[config.mk]
export PLATFORM = sky130hd
export DESIGN_NAME = gpio_in_debounce_flat
export DESIGN_NICKNAME = d
export VERILOG_FILES = /design/src/rtl/gpio_in_debounce_pkg.sv /design/src/rtl/gpio_in_debounce_if.sv /design/src/rtl/gpio_db_bit.sv /design/src/rtl/gpio_in_debounce.sv /design/src/flat_wrapper.sv
export SDC_FILE = /design/constraint.sdc
export NUM_CORES = 1
export LEC_CHECK = 0
export BUFFER_PORTS_ARGS = -buffer_cell sky130_fd_sc_hd__buf_2
export CAP_MARGIN = 20
export CORE_AREA = 2 2 80 82
export CTS_CLUSTER_DIAMETER = 40
export DETAILED_ROUTE_END_ITERATION = 10
export DIE_AREA = 0 0 82 84
export PLACE_DENSITY_LB_ADDON = 0.08
export SKIP_LAST_GASP = 1
export SLEW_MARGIN = 20
export SYNTH_ARGS = -nofsm -noshare
export SYNTH_HDL_FRONTEND = slang
export SYNTH_SLANG_ARGS = --single-unit
[constraint.sdc]
create_clock -name clk -period 2.35 [get_ports clk]
set_input_delay 0.5875 -clock clk [delete_from_list [all_inputs] [get_ports clk]]
set_output_delay 0.5875 -clock clk [all_outputs]
set_load 0.01 [all_outputs]
[src/rtl/gpio_in_debounce_pkg.sv]
// gpio_in_debounce: shared defaults and helpers.
// Default widths match the wb_gpio_single slave instance.
package gpio_in_debounce_pkg;

  localparam int GW_DEF   = 2;
  localparam int DBW_DEF  = 16;
  localparam int SYNC_DEF = 2;

  // Keep the synchroniser depth inside its usable 2..4 range.
  function automatic int sync_depth(input int d);
    if (d < 2) return 2;
    if (d > 4) return 4;
    return d;
  endfunction

endpackage

[src/rtl/gpio_in_debounce_if.sv]
// gpio_in_debounce: pad/slave/CPU-side signal bundle.
// slave = the conditioning block, master = its environment.
interface gpio_in_debounce_if
  import gpio_in_debounce_pkg::*;
#(
  parameter int GW  = GW_DEF,
  parameter int DBW = DBW_DEF
);

  logic [GW-1:0]  pad_i;
  logic [DBW-1:0] db_limit;
  logic [GW-1:0]  gpio_i;
  logic [GW-1:0]  rise_o;
  logic [GW-1:0]  fall_o;
  logic [GW-1:0]  edge_sts;
  logic [GW-1:0]  sts_clr;
  logic [GW-1:0]  irq_en;
  logic           irq;

  modport slave (
    input  pad_i, db_limit, sts_clr, irq_en,
    output gpio_i, rise_o, fall_o, edge_sts, irq
  );

  modport master (
    output pad_i, db_limit, sts_clr, irq_en,
    input  gpio_i, rise_o, fall_o, edge_sts, irq
  );

endinterface

[src/rtl/gpio_db_bit.sv]
// gpio_db_bit: synchroniser, debounce counter, clean level,
// edge pulses and sticky edge flag for one GPIO bit.
module gpio_db_bit #(
  parameter int DBW  = 16,
  parameter int SYNC = 2
) (
  input  logic           clk,
  input  logic           rst_n,
  input  logic           pad,
  input  logic [DBW-1:0] db_limit,
  input  logic           sts_clr,
  output logic           lvl,
  output logic           rise,
  output logic           fall,
  output logic           sts
);

  logic [SYNC-1:0] sync_q;
  logic [DBW-1:0]  cnt;
  logic            s;
  logic            qual;

  assign s    = sync_q[SYNC-1];
  assign qual = (s != lvl) && (cnt >= db_limit);

  always_ff @(posedge clk or negedge rst_n) begin
    if (!rst_n) begin
      sync_q <= '0;
    end else begin
      sync_q <= {sync_q[SYNC-2:0], pad};
    end
  end

  // cnt only increments while below db_limit, so it cannot wrap.
  always_ff @(posedge clk or negedge rst_n) begin
    if (!rst_n) begin
      cnt  <= '0;
      lvl  <= 1'b0;
      rise <= 1'b0;
      fall <= 1'b0;
    end else begin
      rise <= 1'b0;
      fall <= 1'b0;
      if (s == lvl) begin
        cnt <= '0;
      end else if (qual) begin
        lvl  <= s;
        cnt  <= '0;
        rise <= s;
        fall <= ~s;
      end else begin
        cnt <= cnt + 1'b1;
      end
    end
  end

  // A new edge outranks a coincident clear.
  always_ff @(posedge clk or negedge rst_n) begin
    if (!rst_n) begin
      sts <= 1'b0;
    end else if (qual) begin
      sts <= 1'b1;
    end else if (sts_clr) begin
      sts <= 1'b0;
    end
  end

endmodule

[src/rtl/gpio_in_debounce.sv]
// gpio_in_debounce: per-bit pad conditioning for the GPIO slave
// plus the maskable edge interrupt.
module gpio_in_debounce
  import gpio_in_debounce_pkg::*;
#(
  parameter int GW   = GW_DEF,
  parameter int DBW  = DBW_DEF,
  parameter int SYNC = SYNC_DEF
) (
  input  logic               clk,
  input  logic               rst_n,
  gpio_in_debounce_if.slave  bus
);

  localparam int SD = sync_depth(SYNC);

  logic [GW-1:0] lvl;
  logic [GW-1:0] rise;
  logic [GW-1:0] fall;
  logic [GW-1:0] sts;

  for (genvar i = 0; i < GW; i++) begin : g_bit
    gpio_db_bit #(
      .DBW  (DBW),
      .SYNC (SD)
    ) u_bit (
      .clk      (clk),
      .rst_n    (rst_n),
      .pad      (bus.pad_i[i]),
      .db_limit (bus.db_limit),
      .sts_clr  (bus.sts_clr[i]),
      .lvl      (lvl[i]),
      .rise     (rise[i]),
      .fall     (fall[i]),
      .sts      (sts[i])
    );
  end

  assign bus.gpio_i   = lvl;
  assign bus.rise_o   = rise;
  assign bus.fall_o   = fall;
  assign bus.edge_sts = sts;
  assign bus.irq      = |(sts & bus.irq_en);

endmodule
[src/flat_wrapper.sv]
// flat-port wrapper written by rule: the top's interface ports become plain ports
module gpio_in_debounce_flat import gpio_in_debounce_pkg::*;
#(
  parameter int GW   = GW_DEF,
  parameter int DBW  = DBW_DEF,
  parameter int SYNC = SYNC_DEF
)
  (clk, rst_n, bus_pad_i, bus_db_limit, bus_sts_clr, bus_irq_en, bus_gpio_i, bus_rise_o, bus_fall_o, bus_edge_sts, bus_irq);
  gpio_in_debounce_if #(.GW(GW), .DBW(DBW)) bus_i ();
  input  logic clk;
  input  logic rst_n;
  input wire logic [$bits(bus_i.pad_i)-1:0] bus_pad_i;
  input wire logic [$bits(bus_i.db_limit)-1:0] bus_db_limit;
  input wire logic [$bits(bus_i.sts_clr)-1:0] bus_sts_clr;
  input wire logic [$bits(bus_i.irq_en)-1:0] bus_irq_en;
  output wire logic [$bits(bus_i.gpio_i)-1:0] bus_gpio_i;
  output wire logic [$bits(bus_i.rise_o)-1:0] bus_rise_o;
  output wire logic [$bits(bus_i.fall_o)-1:0] bus_fall_o;
  output wire logic [$bits(bus_i.edge_sts)-1:0] bus_edge_sts;
  output wire logic [$bits(bus_i.irq)-1:0] bus_irq;
  assign bus_i.pad_i = bus_pad_i;
  assign bus_i.db_limit = bus_db_limit;
  assign bus_i.sts_clr = bus_sts_clr;
  assign bus_i.irq_en = bus_irq_en;
  assign bus_gpio_i = bus_i.gpio_i;
  assign bus_rise_o = bus_i.rise_o;
  assign bus_fall_o = bus_i.fall_o;
  assign bus_edge_sts = bus_i.edge_sts;
  assign bus_irq = bus_i.irq;
  gpio_in_debounce #(.GW(GW), .DBW(DBW), .SYNC(SYNC)) u_core (.clk(clk), .rst_n(rst_n), .bus(bus_i));
endmodule
# After elaboration in Yosys (flattened, before gate mapping)
# Index checks and enable logic that the tools add are counted.
word_totals:
  register_bits: 44
  inputBits: 24
  out_inout_bits: 9
  word_cells: 48
op_classes:
  n_addsub: 2
  magnitude_cmp: 2
  eq_ne: 4
  n_mux: 16
  bitwise: 5
  reduce_logical: 7
op_table:
  columns: ["op", "count"]
  rows:
  - ["two-way mux 16 bit", 4]
  - ["adder 16 x 1 -> 16 bit (second input constant)", 2]
  - ["greater-or-equal comparator 16 bit", 2]
  - ["two-way mux 1 bit", 12]
  - ["inverter 1 bit", 4]
  - ["AND reduction 2 bit", 2]
  - ["nonzero test 2 bit", 2]
  - ["bitwise AND 2 bit", 1]
  - ["equality test 1 bit", 2]
  - ["logical AND 1 bit", 2]
  - ["inequality test 1 bit", 2]
  - ["OR reduction 2 bit", 1]

# Depth between registers and ports, before layout
# Gate-level depths: netlist of run 1.
logic_depth:
  word_depth: 4
  ltp_mapped: 9
  depth_no_buf: 7

# By module
# Synthesis of run 1 repeated with hierarchy kept, for this count alone.
hier_totals:
  cells_unflattened: 279
  area_unflattened_um2: 2668.8
modules_own_cells:
  columns: ["module", "n_inst", "cells_each", "area_per_inst_um2", "seq_area_each_um2"]
  rows:
  - ["gpio_db_bit", 2, 139, 1330.0, 550.5]
  - ["gpio_in_debounce", 1, 1, 8.8, 0.0]

# Worst setup path before layout of run 1
# No wires, ideal clock.
synth_timing:
  path_kind: "input port to flip-flop"
  start: "input port bus_db_limit[0]"
  end: "register u_core.g_bit[1].u_bit.cnt[10]"
  setup_time_ns: 0.071
  arrival_ns: 2.226
  required_time_ns: 2.279
  slack_ns: 0.053
  path_stages: 8
  path_buffers: 2
  path_cell_list: "ha_1 > nand2b_4 > a2111oi_4 > nor4_1 > or4_1 > buf_2 > buf_6 > nor2_1"
synth_via:
  elab_chain_cells: 4
synth_lines:
  columns: ["element", "line", "source"]
  rows:
  - ["start: declaration", "flat_wrapper.sv:13", "input wire logic [$bits(bus_i.db_limit)-1:0] bus_db_limit;"]
  - ["greater-or-equal comparator 16 bit", "gpio_db_bit.sv:24", "assign qual = (s != lvl) && (cnt >= db_limit);"]
  - ["logical AND 1 bit", "gpio_db_bit.sv:24", null]
  - ["two-way mux 16 bit", "gpio_db_bit.sv:46", "end else if (qual) begin"]
  - ["two-way mux 16 bit", "gpio_db_bit.sv:44", "if (s == lvl) begin"]
  - ["end signal: assignment", "gpio_db_bit.sv:52", "cnt <= cnt + 1'b1;"]
  - ["end: declaration", "gpio_db_bit.sv:19", "logic [DBW-1:0] cnt;"]
# Every way passes these cells.
# A chain may end at the register's enable or synchronous reset.

# Final worst setup path of run 1
layout_timing:
  start: "input port bus_db_limit[0]"
  end: "register u_core.g_bit[1].u_bit.cnt[6]"
# Same word-level chain as after synthesis.

==> results of run 1 <==
==> worst max-delay path, delay by kind of cell <==
family | cells | cell delay [ps]
AND/OR/NAND/NOR | 4 | 850
AO/OA/AOI/OAI | 1 | 340
buffers and inverters | 2 | 320
adder cells (fa/ha/maj) | 1 | 280
==> worst paths after layout <==
check                                                      from                         endpoint  slack (ps)  cells past startpoint
worst min-delay path                                      rst_n     u_core.g_bit[0].u_bit.cnt[8]         270                      1
max in group asynchronous                                 rst_n        u_core.g_bit[1].u_bit.lvl        1570                      2
worst max-delay path                            bus_db_limit[0]     u_core.g_bit[1].u_bit.cnt[6]         200                      8
worst max register to register    u_core.g_bit[0].u_bit.cnt[13]        u_core.g_bit[0].u_bit.lvl         200                      7
min in group clk                u_core.g_bit[1].u_bit.sync_q[0]  u_core.g_bit[1].u_bit.sync_q[1]         350                      0
worst min register to register  u_core.g_bit[1].u_bit.sync_q[0]  u_core.g_bit[1].u_bit.sync_q[1]         350                      0
==> placed cells by master (no fill, tap or decap), drive strengths merged, types with 2 or more instances in the layout <==
master	Yosys	routed
mux2	2	2
o21ai	6	6
nor3	5	5
ha	34	34
o22ai	2	2
nand4	9	9
nand3	16	16
buf	10	43
and4	4	4
xor2	23	23
nor3b	3	3
and3	5	5
and3b	2	2
nor2	37	37
a22o	2	2
bufinv	0	2
nand2	14	14
dfrtp	44	44
xnor2	7	7
a21oi	10	10
inv	26	26
clkbuf	2	5
==> cells in the mapped netlist, drive strengths merged, types with 6 or more instances <==
| cell | count | share of area [%] |
|---|---|---|
| ha | 34 | 16 |
| o21ai | 6 | 1.1 |
| a21oi | 10 | 1.9 |
| nand4 | 9 | 2.1 |
| nor2 | 37 | 5.2 |
| dfrtp | 44 | 41 |
| nand3 | 16 | 3.0 |
| xor2 | 23 | 7.6 |
| nand2 | 14 | 2.0 |
| buf | 10 | 2.9 |
| xnor2 | 7 | 2.3 |
| inv | 26 | 3.7 |
==> cell type report <==
class                           instances  area, um2  share of cell area, %
Clock inverter                          2       60.1                   1.95
Inverter                               26       97.6                   3.17
Tap cell                               77       96.3                   3.13
Timing Repair Buffer                   43        268                   8.71
Clock buffer                            5       68.8                   2.24
Sequential cell                        44       1100                   35.8
Multi-Input combinational cell        191       1380                   45.0
==> through the flow <==
step,setup slack (ps),TNS (ps),instances,util [%]
finish,202,0,388,50.4
global route,60.8,0,388,50.4
CTS,191,0,388,50.4
detailed placement,-110,-1470,381,48.3
global placement,-104,-1610,381,48.3
floorplan,52.9,0,273,-
==> state kept, by name, summed over array words and instances, names as in the netlist <==
name and flops:
u_core.g_bit.u_bit.cnt 32, u_core.g_bit.u_bit.lvl 2, u_core.g_bit.u_bit.sts 2, u_core.g_bit.u_bit.fall 2, u_core.g_bit.u_bit.sync_q 4, u_core.g_bit.u_bit.rise 2
==> metal layers <==
layer,vias to the layer above,wire (um),GRT usage [%]
li1,1007,-,-
met1,877,2570,23.0
met2,10,2430,27.1
met3,4,90,4.11
met4,0,37,4.70
met5,-,0,0
==> cell families after synthesis <==
| group | share of synthesized area [%] |
|---|---|
| simple gates | 18.5 |
| flops | 41.3 |
| buf+inv | 6.81 |
| fa+ha+maj | 16.0 |
| xor+xnor | 9.86 |
| compound gates | 6.71 |
| mux | 0.845 |
==> power breakdown <==
group / leakage [nW] / internal, mW / switching (mW)
Combinational: 0.937 / 0.0691 / 0.0790
Sequential: 0.601 / 0.768 / 0.0132
Clock: 0.0642 / 0.418 / 0.253
==> run metrics, run 1 <==
final hold slack 268 ps; drt drc 0; I/O pin cnt 33; share of cells above drive strength 1 17.4%; first-pass iteration count of the detailed router 4; part of the cycle the worst path needs 91.4%; Max-cap violations 0; post-CTS setup buffer count 0; Pwr Density 521 nW/um2; CP max-delay cell or4_1; dpl cell area 2950 um2; Clock transition at path regs 80 ps; # hold bufs at CTS 0; PnR Total Power 1.60 mW; Syn Inst Count 273; die area 6890 um2; Worst Setup End Kind flip-flop; number of vias in the routed layout 1898; CTS tree built; Worst-Skew Late Latency 300 ps; Routed Wire Length 5120 um; Required @ worst endpoint 2580 ps; H-tree Lvls 2; synthesized area 2670 um2; Post-DRT Antenna Nets 0; status complete, no violations; Starting Density 43.7%; largest net degree at the start of global routing 24; Avg Synthesized Cell Area 9.76 um2; Highest Clock Rate 466 MHz; clock buffer depth 2; hpwl dp 4040 um; # setup viols final 0; Hold Path Class in2async; first-pass GRT wire length 8980 um; Pleak 1.60 nW; initial DRC count 56; synthesized flop and latch total 44; CP Class in2reg; GRT Total Usage 17.0%; final hold vios 0; cts bufs inserted 5; vias in the first global route 1944; CP peak stage delay 480 ps; Core Area 6100 um2; initial antenna violation count 0; Die X-Extent 82 um; CP startpoint kind primary input; Vias/cell 4.89; crit-path cells buf_2, ha_1, nand2b_4, a2111oi_4, nor4_1, or4_1, buf_4, nor2_1; slew margin rel. 63.2%; Post-layout nets 369; Synth Flop Type dfrtp_1; Max VDD drop 0.000275 V; CP arrival 2380 ps; RSZ-0062 raised after global routing no; number of enable flip-flop cells after synthesis 0; Pins Over Slew Limit 0; post-synth cell types 33; post-synthesis sequential area ratio 41.3%; Die Y 84 um; Port Buffers 32; area grow syn2layout 15.4%; Root Driver clkbuf_8; Clock Sinks 44; Yosys warning total 0; fin area 3070 um2; Synth async-reset ratio 100%; min Tclk post-route 2150 ps; CTS resizes 0; syn nets 331; Std-Cell Rows 29; worst slew pin tran 552 ps; wire per inst 13.2 um; crit path max fanout 16; Congestion Overflow GR 0; clock skew 7.76 ps; Final GP Congestion 0.848; antenna cell count 0; fillers 565
Note: power is estimated with default switching activity, not from simulation.
==> inputs of run 2 (changes only) <==
SETUP_SLACK_MARGIN = 0.3   (was unset)
==> run metrics, run 2 (synthesized netlist as in run 1, its figures left out) <==
fin area 3410 um2 (was 3070 um2); Die Y 84 um (unchanged); antenna cell count 0 (unchanged); worst reg2reg startpoint u_core.g_bit[1].u_bit.cnt[0] (was u_core.g_bit[0].u_bit.cnt[13]); Core Area 6100 um2 (unchanged); status complete, no violations (unchanged); Max-cap violations 0 (unchanged); Port Buffers 32 (unchanged); Vias/cell 4.99 (was 4.89); min Tclk post-route 2070 ps (was 2150 ps); max FFs per register 32 (unchanged); initial antenna violation count 0 (unchanged); I/O pin cnt 33 (unchanged); Clock transition at path regs 80 ps (about the same); Post-DRT Antenna Nets 0 (unchanged); number of vias in the routed layout 2017 (was 1898); hpwl dp 4230 um (was 4040 um); initial DRC count 45 (was 56); Worst Setup End Kind flip-flop (unchanged); first-pass GRT wire length 9340 um (was 8980 um); # setup viols final 0 (unchanged); final hold slack 157 ps (was 268 ps); Post-layout nets 385 (was 369); Final GP Congestion 0.781 (was 0.848); H-tree Lvls 2 (unchanged); largest net degree at the start of global routing 20 (was 24); RSZ-0062 raised after global routing yes (was no); crit path buf inv count 2 (unchanged); die area 6890 um2 (unchanged); Pleak 1.69 nW (was 1.60 nW); Required @ worst endpoint 2530 ps (was 2580 ps); # hold bufs at CTS 0 (unchanged); wire per inst 13.7 um (was 13.2 um); Hold Path Class in2async (unchanged); most frequent cells in the layout dfrtp_1, buf_2, ha_1, buf_4 (was dfrtp_1, nor2_1, ha_1, buf_2, inv_1); Pwr Density 479 nW/um2 (was 521 nW/um2); Routed Wire Length 5550 um (was 5120 um); part of the cycle the worst path needs 88.3% (was 91.4%); area grow syn2layout 28.1% (was 15.4%); GRT Total Usage 17.7% (was 17.0%); most common cell after layout, fill and taps aside dfrtp_1 (unchanged); CP arrival 2260 ps (was 2380 ps); vias in the first global route 2052 (was 1944); final hold vios 0 (unchanged); CP Launch Point bus_db_limit[13] (was bus_db_limit[0]); CP startpoint kind primary input (unchanged); Highest Clock Rate 482 MHz (was 466 MHz); clock skew 7.83 ps (was 7.76 ps); share of cells above drive strength 1 33.9% (was 17.4%); CTS tree built (unchanged); slew margin rel. 69.0% (was 63.2%); crit path max fanout 3 (was 16); CP max-delay cell or3_4 (was or4_1); Top reg by flops u_core.g_bit.u_bit.cnt (unchanged); Congestion Overflow GR 0 (unchanged); CP peak stage delay 390 ps (was 480 ps); cts bufs inserted 5 (unchanged); Pins Over Slew Limit 0 (unchanged); Std-Cell Rows 29 (unchanged); worst slew pin tran 460 ps (was 552 ps); Die X-Extent 82 um (unchanged); first-pass iteration count of the detailed router 4 (unchanged); CP Class in2reg (unchanged); Root Driver clkbuf_8 (unchanged); Starting Density 43.7% (unchanged); Clock Sinks 44 (unchanged); drt drc 0 (unchanged); crit-path cells buf_2, inv_1, ha_1, nand4_1, or3_4, nor4_4, nor3_2, mux2_2 (was buf_2, ha_1, nand2b_4, a2111oi_4, nor4_1, or4_1, buf_4, nor2_1); dpl cell area 2980 um2 (was 2950 um2); Worst-Skew Late Latency 290 ps (was 300 ps); CP delay by family, top simple AND/OR/NAND/NOR gates (unchanged); clock buffer depth 2 (unchanged); largest registers u_core.g_bit.u_bit.cnt x32, u_core.g_bit.u_bit.sync_q x4 (unchanged); Max VDD drop 0.000415 V (was 0.000275 V)
## run 2: final cells by class
| class | instances | area (um2) |
|---|---|---|
| fillers | 575 | 2680 |
| multi-input cells | 191 | 1600 |
| flip-flops and latches | 44 | 1100 |
| repair buffers | 59 | 383 |
| inverters | 26 | 97.6 |
| well taps | 77 | 96.3 |
| clock buffers | 5 | 68.8 |
| clock inverters | 2 | 60.1 |
## run 2: worst paths after layout
kind / endpoint / slack (ps) / cells after the start
setup reg to reg: u_core.g_bit[1].u_bit.cnt[12] / 290 / 8
max in group asynchronous: u_core.g_bit[0].u_bit.cnt[7] / 1670 / 2
hold / removal: u_core.g_bit[0].u_bit.cnt[1] / 160 / 1
hold reg to reg: u_core.g_bit[1].u_bit.sync_q[1] / 350 / 0
setup / recovery: u_core.g_bit[1].u_bit.lvl / 280 / 8
min in group clk: u_core.g_bit[1].u_bit.sync_q[1] / 350 / 0
## run 2: what timing repair did
action,4_1_cts,5_1_grt
endpoints found under the setup margin,21,31
gates cloned,1,0
buffers inserted,5,7
pin swaps,9,6
resized for setup,19,32
## run 2: power breakdown
| part | switching (mW) | leakage (nW) | total, mW | internal [mW] |
|---|---|---|---|---|
| Sequential | 0.0142 | 0.596 | 0.782 | 0.768 |
| Clock | 0.250 | 0.0642 | 0.668 | 0.418 |
| Combinational | 0.0973 | 1.03 | 0.184 | 0.0868 |
| Total | 0.361 | 1.69 | 1.63 | 1.27 |
## run 2: metrics by stage
step | power (mW) | utilization [%] | setup TNS, ps | instances | setup WS (ps)
global route | 1.71 | 56.0 | 0 | 404 | 201
detailed placement | 0.958 | 48.9 | -1930 | 384 | -134
CTS | 1.64 | 53.1 | 0 | 397 | 221
floorplan | 0.886 | - | 0 | 273 | 141
global placement | 0.955 | 48.9 | -1340 | 384 | -100
finish | 1.63 | 56.0 | 0 | 404 | 276
## run 2: routing by layer
| layer | share of wire (%) | up-vias | GRT usage (%) |
|---|---|---|---|
| li1 | - | 1033 | - |
| met1 | 46 | 960 | 23.2 |
| met2 | 51 | 18 | 29.2 |
| met3 | 2.3 | 6 | 3.57 |
| met4 | 1.1 | 0 | 5.00 |
| met5 | 0 | - | 0 |
